--- src/rtl/dm_store_unit_pkg.sv ---
// Shared store-side definitions: DM control codes, exception code, timer
// register offsets and the device-store FSM state type.
package dm_store_unit_pkg;

  localparam int DATA_W = 32;

  // DM control codes for stores, next to the load codes
  // (DM_LW..DM_LHU occupy 0..4).
  localparam logic [3:0] DM_SB = 4'd5;
  localparam logic [3:0] DM_SH = 4'd6;
  localparam logic [3:0] DM_SW = 4'd7;

  // Store address exception code reported through CP0.
  localparam logic [4:0] EXC_ADES = 5'd5;

  // Timer register byte offsets inside a device window.
  localparam logic [3:0] TMR_CTRL   = 4'h0;
  localparam logic [3:0] TMR_PRESET = 4'h4;
  localparam logic [3:0] TMR_COUNT  = 4'h8;

  // Each timer exposes three 32-bit registers.
  localparam logic [31:0] DEV_SPAN = 32'd12;

  typedef enum logic [1:0] {
    DEV_IDLE = 2'd0,
    DEV_REQ  = 2'd1,
    DEV_DONE = 2'd2
  } devState_e;

  // True when addr lies inside the three-word window starting at base.
  function automatic logic inWindow(input logic [31:0] addr, input logic [31:0] base);
    return (addr >= base) && ((addr - base) < DEV_SPAN);
  endfunction

endpackage

--- src/rtl/dm_store_unit_fsm.sv ---
// Device write handshake: latches the word address/data, holds the request
// until the bridge acks or the wait budget runs out, then spends one masking
// cycle before returning to idle.
module dev_store_fsm
  import dm_store_unit_pkg::*;
#(
  parameter int ACK_TIMEOUT = 15
) (
  input  logic              clk,
  input  logic              reset,
  input  logic              start,
  input  logic              ack,
  input  logic [DATA_W-1:0] addr,
  input  logic [DATA_W-1:0] data,
  output logic              idle,
  output logic              busy,
  output logic              stallReq,
  output logic              devReq,
  output logic              busErr,
  output logic [DATA_W-1:0] devAddr,
  output logic [DATA_W-1:0] devData
);

  localparam int CNT_W = $clog2(ACK_TIMEOUT + 1);
  localparam logic [CNT_W-1:0] CNT_LAST = CNT_W'(ACK_TIMEOUT - 1);

  devState_e         state;
  devState_e         stateNext;
  logic [CNT_W-1:0]  cnt;
  logic [DATA_W-1:0] addrQ;
  logic [DATA_W-1:0] dataQ;
  logic              timeout;

  assign timeout = (cnt == CNT_LAST);

  // State register; reset drops any pending request immediately.
  always_ff @(posedge clk or posedge reset) begin
    if (reset) state <= DEV_IDLE;
    else       state <= stateNext;
  end

  // Next state: the request ends on ack or when the wait budget is spent.
  always_comb begin
    stateNext = state;
    unique case (state)
      DEV_IDLE: if (start) stateNext = DEV_REQ;
      DEV_REQ:  if (ack || timeout) stateNext = DEV_DONE;
      DEV_DONE: stateNext = DEV_IDLE;
      default:  stateNext = DEV_IDLE;
    endcase
  end

  // Outputs: only REQ drives the bus; stall is released in the closing cycle.
  always_comb begin
    idle     = 1'b0;
    busy     = 1'b0;
    stallReq = 1'b0;
    devReq   = 1'b0;
    busErr   = 1'b0;
    devAddr  = '0;
    devData  = '0;
    unique case (state)
      DEV_IDLE: idle = 1'b1;
      DEV_REQ: begin
        busy     = 1'b1;
        devReq   = 1'b1;
        devAddr  = addrQ;
        devData  = dataQ;
        stallReq = ~(ack | timeout);
        busErr   = ~ack & timeout;
      end
      default: ;
    endcase
  end

  // Wait counter and request latches; inputs are sampled only on issue.
  always_ff @(posedge clk or posedge reset) begin
    if (reset) begin
      cnt   <= '0;
      addrQ <= '0;
      dataQ <= '0;
    end else if ((state == DEV_IDLE) && start) begin
      cnt   <= '0;
      addrQ <= addr;
      dataQ <= data;
    end else if (state == DEV_REQ) begin
      cnt   <= cnt + 1'b1;
    end
  end

endmodule

--- src/rtl/dm_store_unit.sv ---
// MEM-stage store unit: byte-lane alignment for data memory, AdES detection,
// and the stall-protected word write path to the timer devices.
module dm_store_unit
  import dm_store_unit_pkg::*;
#(
  parameter logic [31:0] DM_LIMIT    = 32'h0000_3000,
  parameter logic [31:0] DEV0_BASE   = 32'h0000_7f00,
  parameter logic [31:0] DEV1_BASE   = 32'h0000_7f10,
  parameter int          ACK_TIMEOUT = 15
) (
  input  logic              clk,
  input  logic              reset,
  input  logic              iValid,
  input  logic [3:0]        ictrl,
  input  logic [DATA_W-1:0] iAddr,
  input  logic [DATA_W-1:0] iData,
  input  logic              iDEV_Ack,
  output logic              oDM_WE,
  output logic [3:0]        oDM_BE,
  output logic [DATA_W-1:0] oDM_Data,
  output logic              oDEV_Req,
  output logic [DATA_W-1:0] oDEV_Addr,
  output logic [DATA_W-1:0] oDEV_Data,
  output logic              oStall,
  output logic              oEXC,
  output logic              oBusErr
);

  logic              isSb, isSh, isSw, isLive;
  logic              inDm, inDev0, inDev1, inDev;
  logic [3:0]        devOff;
  logic              misAlign, isCount, isExc;
  logic [3:0]        laneBe;
  logic [DATA_W-1:0] laneData;
  logic              fsmIdle, fsmBusy, reqStall, start;

  // Decode the store, its target region and every AdES cause.
  always_comb begin
    isSb     = (ictrl == DM_SB);
    isSh     = (ictrl == DM_SH);
    isSw     = (ictrl == DM_SW);
    isLive   = iValid & (isSb | isSh | isSw);
    inDm     = (iAddr < DM_LIMIT);
    inDev0   = inWindow(iAddr, DEV0_BASE);
    inDev1   = inWindow(iAddr, DEV1_BASE);
    inDev    = inDev0 | inDev1;
    // Windows sit on 16-byte boundaries, so the low nibble is the offset.
    devOff   = iAddr[3:0] - (inDev1 ? DEV1_BASE[3:0] : DEV0_BASE[3:0]);
    misAlign = (isSh & iAddr[0]) | (isSw & (iAddr[1:0] != 2'b00));
    isCount  = inDev & (devOff >= TMR_COUNT);
    isExc    = misAlign | (inDev & ~isSw) | isCount | (~inDm & ~inDev);
  end

  // Replicate the store data into every lane and pick the enabled bytes.
  always_comb begin
    if (isSb) begin
      laneBe   = 4'b0001 << iAddr[1:0];
      laneData = {4{iData[7:0]}};
    end else if (isSh) begin
      laneBe   = iAddr[1] ? 4'b1100 : 4'b0011;
      laneData = {2{iData[15:0]}};
    end else begin
      laneBe   = 4'b1111;
      laneData = iData;
    end
  end

  // Route a live store: exception, DM write, or device handshake start.
  always_comb begin
    oDM_WE   = 1'b0;
    oDM_BE   = '0;
    oDM_Data = '0;
    oStall   = 1'b0;
    oEXC     = 1'b0;
    start    = 1'b0;
    if (!reset && fsmIdle && isLive) begin
      if (isExc) begin
        oEXC = 1'b1;
      end else if (inDm) begin
        oDM_WE   = 1'b1;
        oDM_BE   = laneBe;
        oDM_Data = laneData;
      end else begin
        oStall = 1'b1;
        start  = 1'b1;
      end
    end else if (!reset && fsmBusy) begin
      oStall = reqStall;
    end
  end

  dev_store_fsm #(
    .ACK_TIMEOUT(ACK_TIMEOUT)
  ) uFsm (
    .clk     (clk),
    .reset   (reset),
    .start   (start),
    .ack     (iDEV_Ack),
    .addr    ({iAddr[31:2], 2'b00}),
    .data    (iData),
    .idle    (fsmIdle),
    .busy    (fsmBusy),
    .stallReq(reqStall),
    .devReq  (oDEV_Req),
    .busErr  (oBusErr),
    .devAddr (oDEV_Addr),
    .devData (oDEV_Data)
  );

endmodule

--- config.mk ---
export PLATFORM = sky130hd
export DESIGN_NAME = dm_store_unit
export DESIGN_NICKNAME = d
export VERILOG_FILES = /design/src/rtl/dm_store_unit_pkg.sv /design/src/rtl/dm_store_unit_fsm.sv /design/src/rtl/dm_store_unit.sv
export SDC_FILE = /design/constraint.sdc
export NUM_CORES = 1
export LEC_CHECK = 0
export CORE_UTILIZATION = 30
export DETAILED_ROUTE_END_ITERATION = 7
export DONT_BUFFER_PORTS = 1
export HOLD_SLACK_MARGIN = 0.1
export REMOVE_ABC_BUFFERS = 1
export SETUP_SLACK_MARGIN = 0.1
export SYNTH_ARGS = -nofsm -noshare
export SYNTH_HDL_FRONTEND = slang
export SYNTH_SLANG_ARGS = --single-unit
--- constraint.sdc ---
create_clock -name clk -period 2.9 [get_ports clk]
set_input_delay 0.435 -clock clk [delete_from_list [all_inputs] [get_ports clk]]
set_output_delay 0.435 -clock clk [all_outputs]
set_load 0.02 [all_outputs]
==> summary.md, run 1 <==
| Metric | Value |
|---|---|
| Status | finished clean |
| Die span in x | 133 um |
| Multi-input combinational cell area | 0.00315 mm^2 |
| Chip Height | 133 um |
| Port bufs | 0 |
| Crit path from | uFsm.state[0]$_DFFE_PP0P_ |
| Layout Skew | 0.00690 ns |
| Post-DP Area | 0.00561 mm^2 |
| GR Overflow Total | 0 |
| Post-synth cell types | 52 |
| Crit path cell chain | nor4b_1 > o211a_1 > nand2_1 > buf_4 > a21oi_1 > buf_4 |
| Core Box Area | 0.0166 mm^2 |
| Post-Place Cells | 878 |
| First-pass GRT wire length | 27100 um |
| WP buf/inv | 2 |
| Most frequent cell after synthesis | nand2_1 |
| Clock sinks | 68 |
| Max-Cap Viols | 0 |
| Clock Latency Late Sink | 0.34 ns |
| Final hold viol count | 0 |
| Post-cts resize count | 0 |
| Post-CTS Setup Repair Bufs | 0 |
| Pwr dens | 391 mW/mm^2 |
| R2r startpoint | uFsm.state[0]$_DFFE_PP0P_ |
| Hold WS | 0.246 ns |
| Residual DRC | 0 |
| GRT Overall Usage | 19.6% |
| Hold Buf Count CTS | 0 |
| Total power | 2.33 mW |
| Iteration-0 DRC Markers | 485 |
| Synth Cell Area | 0.00512 mm^2 |
| Final setup violation count | 0 |
| Vias in the first global route | 4793 |
| Critical-path top delay cell | nor4b_1 |
| CP Launch Type | flop |
| Yosys top cell area share | 33.3% |
| Area of the die | 0.0176 mm^2 |
| FF+latch count, synth | 68 |
| Top post-synthesis cells by count | nand2_1, and2_1, dfrtp_1 |
| Final Non-Filler Cells | 894 |
| IO Pins | 177 |
| Initial antenna violation count | 0 |
| Drt total wl | 17000 um |
| CP peak stage delay | 0.58 ns |
| Routed len/inst | 19.0 um |
| H-tree Lvls | 3 |
| CTS tree | built |
| Cells after Synth | 660 |
| # nets final | 743 |
| Post-route cell area | 0.00594 mm^2 |
| CP endpoint kind | output pin |
| Hold Path Origin | iData[11] |
| Dominant cell type by area after synthesis | dfrtp_1 |
| Root Buffer | clkbuf_16 |
| Tcrit/Tclk final | 94.4% |
| Worst Hold Class | in2reg |
| Asr flop ratio synth | 100% |
| Crit path max-delay family | simple AND/OR/NAND/NOR gates |
| Layout area overhead | 16.2% |
| Drt pass-1 iters | 7 |
| Ys Warns | 0 |
| Clock transition at the registers of the reported paths | 0.06 ns |
| Avg Cell Area, Syn | 7.75 um^2 |
| Lkg Pwr | 2.59 nW |
| Post-DRT Antenna Nets | 0 |
| Headroom to the max-slew limit | 37.3% |
| Fillers | 1719 |
| Reg area | 0.00170 mm^2 |
| FMAX | 365 MHz |
| Maximum vdd drop | 0.224 mV |
| Clk buf depth | 2 |
| Minimum clock period | 2.74 ns |
| Post-synthesis sequential area ratio | 33.3% |
| Finished Core Util | 35.7% |
| Share of cells above drive strength 1 | 14.2% |
| Synth area leaders | dfrtp_1, and2_1, nand2_1, a222oi_1, o21ai_0 |
| Detailed Place HPWL | 11700 um |
| Routability cong. | 0.829 |
| Num CTS Buffers | 9 |
| Crit path max fanout | 10 |
| Final-report max-slew violation count | 0 |
| Main synth FF type | dfrtp_1 |
| Rows | 47 |
| Slew @ Worst Pin | 0.940 ns |
| Vias post-DR | 5058 |
| Vias per cell | 5.66 |
| RSZ-0062 raised after global routing | no |
| Antenna Cells | 0 |
| EDFF count, synth | 0 |
| CP Class | reg2out |
| Worst Path Required | 2.47 ns |
| Most frequent CP cell | buf_4 |
| Initial core utilization | 30.7% |
| CP Data Arrival Time | 2.30 ns |
| Largest net degree at the start of global routing | 69 |
## metal layers
layer | share of wire (%) | wire (um) | track usage [%] | up-vias
met5 | 0 | 0 | 0 | -
met4 | 1.3 | 224 | 5.11 | 0
met3 | 8.1 | 1380 | 5.33 | 13
met2 | 47 | 7920 | 31.0 | 221
met1 | 44 | 7440 | 26.2 | 2402
li1 | - | - | - | 2422
## logic make-up after synthesis
group,count (synthesis),synth area share [%]
other,1,0.0733
AO/OA/AOI/OAI,149,19.7
buffers and inverters,67,5.89
multiplexers,9,1.96
adder cells (fa/ha/maj),2,0.489
flip-flops,68,33.3
XOR/XNOR,3,0.514
AND/OR/NAND/NOR,361,38.1
## flip-flops by register name, indices dropped and copies added (netlist names)
| name | count |
|---|---|
| uFsm.addrQ | 30 |
| uFsm.state | 2 |
| uFsm.cnt | 4 |
| uFsm.dataQ | 32 |
## through the flow
step                TNS [ns]  worst slack (ns)
detailed placement         0             0.243
CTS                        0             0.157
finish                     0             0.162
global placement           0             0.250
floorplan            -102.30             -2.24
global route               0             0.106
## report_power, final
group	internal (mW)	switching (mW)
combinational	0.0390	0.0872
sequential	0.951	0.00229
clock	0.820	0.426
## cells in the final DEF (no fill, tap or decap), types with 12 or more instances in the layout
cell / n
a222oi_1: 33
o21ai_0: 57
and2_1: 95
nand3_1: 37
buf_4: 56
nand2_1: 127
a21oi_1: 31
dfrtp_1: 68
or4_1: 35
nor2_1: 12
## cell type report
class                      instances  area share, %
tap                              220           4.63
clock inverter                     4           1.18
sequential                        68           28.6
inverter                           6          0.400
timing repair buffer              58           7.75
multi-input combinational        526           52.9
clock buffer                      12           4.48
## final timing paths
path                       slack, ns  cells past startpoint                         end
min in group asynchronous       0.27                      2   uFsm.state[1]$_DFFE_PP0P_
setup reg to reg                0.48                      7  uFsm.dataQ[22]$_DFFE_PP0P_
hold reg to reg                 0.50                      2  uFsm.addrQ[17]$_DFFE_PP0P_
setup / recovery                0.16                      6                oDM_Data[13]
max in group asynchronous       2.01                      2   uFsm.addrQ[7]$_DFFE_PP0P_
hold / removal                  0.25                      2  uFsm.dataQ[11]$_DFFE_PP0P_
Power figures use the tool's default switching activity.
==> inputs of run 2 (changes only) <==
Settings changed: CAP_MARGIN set to 15, SLEW_MARGIN set to 15.
==> results of run 2 <==
The final DEF is identical to that of run 1; final timing and power are the same.
==> inputs of run 3 (changes only) <==
Settings changed: SLEW_MARGIN 15 to not set.
Clock period 2.9 ns to 3.16 ns, I/O delays scaled along.
==> run 3 against run 2 <==
  * Critical path type unchanged
  * Register-to-register slack better by 0.25 ns
  * Clock power fell by 9%
  * Largest cell class unchanged
  * Power decreased by 8.2%
  * Sequential power fell by 8.3%
  * Wire length up 2.4%
  * Utilization down 0.14 points
  * Via count is 1.6% higher
==> summary.md, run 3 (synthesized netlist as in run 1, its figures left out) <==
| Metric | Value |
|---|---|
| R2r setup slk | 0.73 ns (was 0.48 ns) |
| Die span in x | 133 um (unchanged) |
| Layout area overhead | 15.7% (was 16.2%) |
| H-tree Lvls | 3 (unchanged) |
| Max-Cap Viols | 0 (unchanged) |
| Routability cong. | 0.802 (was 0.829) |
| Vias per cell | 5.77 (was 5.66) |
| Biggest regs | uFsm.dataQ: 32 flops, uFsm.addrQ: 30 flops, uFsm.cnt: 4 flops (unchanged) |
| Layout Skew | 0.00681 ns (was 0.00690 ns) |
| Tcrit/Tclk final | 89.8% |
| Crit path max-delay family | simple AND/OR/NAND/NOR gates (unchanged) |
| Comb power frac | 5.6% (was 5.4%) |
| Chip Height | 133 um (unchanged) |
| # nets final | 739 (was 743) |
| CP Class | reg2out (unchanged) |
| Lkg Pwr | 2.56 nW (was 2.59 nW) |
| Vias in the first global route | 4779 (was 4793) |
| Pint | 1.65 mW (was 1.81 mW) |
| Final setup violation count | 0 (unchanged) |
| Switching Share | 22.9% (was 22.1%) |
| Vias post-DR | 5137 (was 5058) |
| Max reg flops | 32 (unchanged) |
| Largest net degree at the start of global routing | 67 (was 69) |
| NetSw | 489 uW (was 515 uW) |
| WP buf/inv | 2 (unchanged) |
| Commonest cells after routing, fill and taps aside | nand2_1, and2_1, dfrtp_1 (unchanged) |
| Share of cells above drive strength 1 | 13.7% (was 14.2%) |
| Rows | 47 (unchanged) |
| R2r startpoint | uFsm.state[0]$_DFFE_PP0P_ (unchanged) |
| GR Overflow Total | 0 (unchanged) |
| Multi-input combinational cell area | 0.00315 mm^2 (about the same) |
| Residual DRC | 0 (unchanged) |
| Core Box Area | 0.0166 mm^2 (unchanged) |
| Initial core utilization | 30.7% (unchanged) |
| Maximum vdd drop | 0.225 mV (was 0.224 mV) |
| RSZ-0062 raised after global routing | no (unchanged) |
| Minimum clock period | 2.84 ns |
| R2r worst-path depth | 6 (was 7) |
| Fin worst setup slack | 0.324 ns (was 0.162 ns) |
| CP Data Arrival Time | 2.36 ns (was 2.30 ns) |
| Most frequent CP cell | buf_4 (unchanged) |
| CP Capture Point | oDM_Data[22] (was oDM_Data[13]) |
| Final-report max-slew violation count | 0 (unchanged) |
| Drt pass-1 iters | 8 (was 7) |
| Status | finished clean (unchanged) |
| Setup WS pre-CTS | 0.240 ns (was 0.243 ns) |
| Finished Core Util | 35.6% (was 35.7%) |
| FMAX | 353 MHz |
| Headroom to the max-slew limit | 43.7% (was 37.3%) |
| Area of the die | 0.0176 mm^2 (unchanged) |
| Final hold viol count | 0 (unchanged) |
| Total power | 2.13 mW (was 2.33 mW) |
| Clk buf depth | 2 (unchanged) |
| Post-DRT Antenna Nets | 0 (unchanged) |
| Worst path depth | 6 (unchanged) |
| CP peak stage delay | 0.54 ns (was 0.58 ns) |
| Iteration-0 DRC Markers | 396 (was 485) |
| Sequential share of power | 41.0% (about the same) |
| IO Pins | 177 (unchanged) |
| Root Buffer | clkbuf_16 (unchanged) |
| Crit path cell chain | nor4b_1 > o211a_1 > nand2_1 > buf_4 > a21oi_1 > buf_4 (unchanged) |
| Crit path from | uFsm.state[0]$_DFFE_PP0P_ (unchanged) |
| Drt total wl | 17400 um (was 17000 um) |
| Register bank with the most flops | uFsm.dataQ (unchanged) |
| Initial antenna violation count | 0 (unchanged) |
| Clk network pwr share | 53.4% (was 53.6%) |
| Worst Hold Class | in2reg (unchanged) |
| Port bufs | 0 (unchanged) |
| CP Launch Type | flop (unchanged) |
| CP endpoint kind | output pin (unchanged) |
| First-pass GRT wire length | 27200 um (was 27100 um) |
| Antenna Cells | 0 (unchanged) |
| Post-CTS Setup Repair Bufs | 0 (unchanged) |
| Clock sinks | 68 (unchanged) |
| Detailed Place HPWL | 11700 um (about the same) |
| Worst Path Required | 2.69 ns (was 2.47 ns) |
| GRT Overall Usage | 19.8% (was 19.6%) |
| Fillers | 1737 (was 1719) |
| Crit path max fanout | 11 (was 10) |
| Clock transition at the registers of the reported paths | 0.06 ns (about the same) |
| Num CTS Buffers | 9 (unchanged) |
| CTS tree | built (unchanged) |
| Reg area | 0.00170 mm^2 (unchanged) |
| Critical-path top delay cell | nor4b_1 (unchanged) |
| Routed len/inst | 19.5 um (was 19.0 um) |
| Clock Latency Late Sink | 0.34 ns (about the same) |
| Slew @ Worst Pin | 0.841 ns (was 0.940 ns) |
| Leading cell type in the layout, fill and taps excluded | nand2_1 (unchanged) |
| Setup tns final | 0 ns (unchanged) |
| RR Endpoint | uFsm.dataQ[0]$_DFFE_PP0P_ (was uFsm.dataQ[22]$_DFFE_PP0P_) |
| Pwr dens | 361 mW/mm^2 (was 391 mW/mm^2) |
-- run 3: worst min-delay path by stage --
stage / start / endpoint / slack [ns] / depth (start not counted)
final: iData[26] / uFsm.dataQ[26]$_DFFE_PP0P_ / 0.28 / 2
after global routing: iData[26] / uFsm.dataQ[26]$_DFFE_PP0P_ / 0.27 / 2
after CTS: iData[9] / uFsm.dataQ[9]$_DFFE_PP0P_ / 0.27 / 2
after detailed placement: reset / uFsm.cnt[1]$_DFFE_PP0P_ / 0.39 / 1
after global placement: reset / uFsm.cnt[1]$_DFFE_PP0P_ / 0.39 / 1
after floorplan: uFsm.addrQ[4]$_DFFE_PP0P_ / uFsm.addrQ[4]$_DFFE_PP0P_ / 0.46 / 1
-- run 3: area by class of cell --
cell class | count | share of cell area [%]
Clock buffer | 11 | 4.27
Clock inverter | 5 | 1.42
Inverter | 6 | 0.402
Multi-Input combinational cell | 526 | 53.2
Sequential cell | 68 | 28.7
Tap cell | 220 | 4.65
Timing Repair Buffer | 54 | 7.31
-- run 3: power by group through the flow --
stage,Combinational (mW),Clock [mW],Sequential (mW)
final,0.120,1.14,0.875
after detailed placement,0.120,0,0.891
after CTS,0.122,1.17,0.875
after floorplan,0.0789,0,0.890
after global routing,0.136,1.20,0.875
after global placement,0.120,0,0.891
-- run 3: timing repair --
action / 4_1_cts / 5_1_grt
endpoints found under the setup margin: 0 / 1
endpoints found under the hold margin: 22 / 0
hold buffers: 1 / 0
resized for setup: 0 / 1
-- run 3: metal layers --
metal  track usage (%)  routed length [um]
met5                 0                   0
met3              5.29                1450
met4              6.83                 322
met1              26.4                7780
met2              31.0                7820
-- run 3: through the flow --
stage / hold WS [ns] / cell area (um^2) / cells
after floorplan: 0.458 / 4840 / 600
after global placement: 0.394 / 5570 / 873
after detailed placement: 0.390 / 5570 / 873
after CTS: 0.270 / 5920 / 890
after global routing: 0.275 / 5920 / 890
final: 0.284 / 5920 / 890
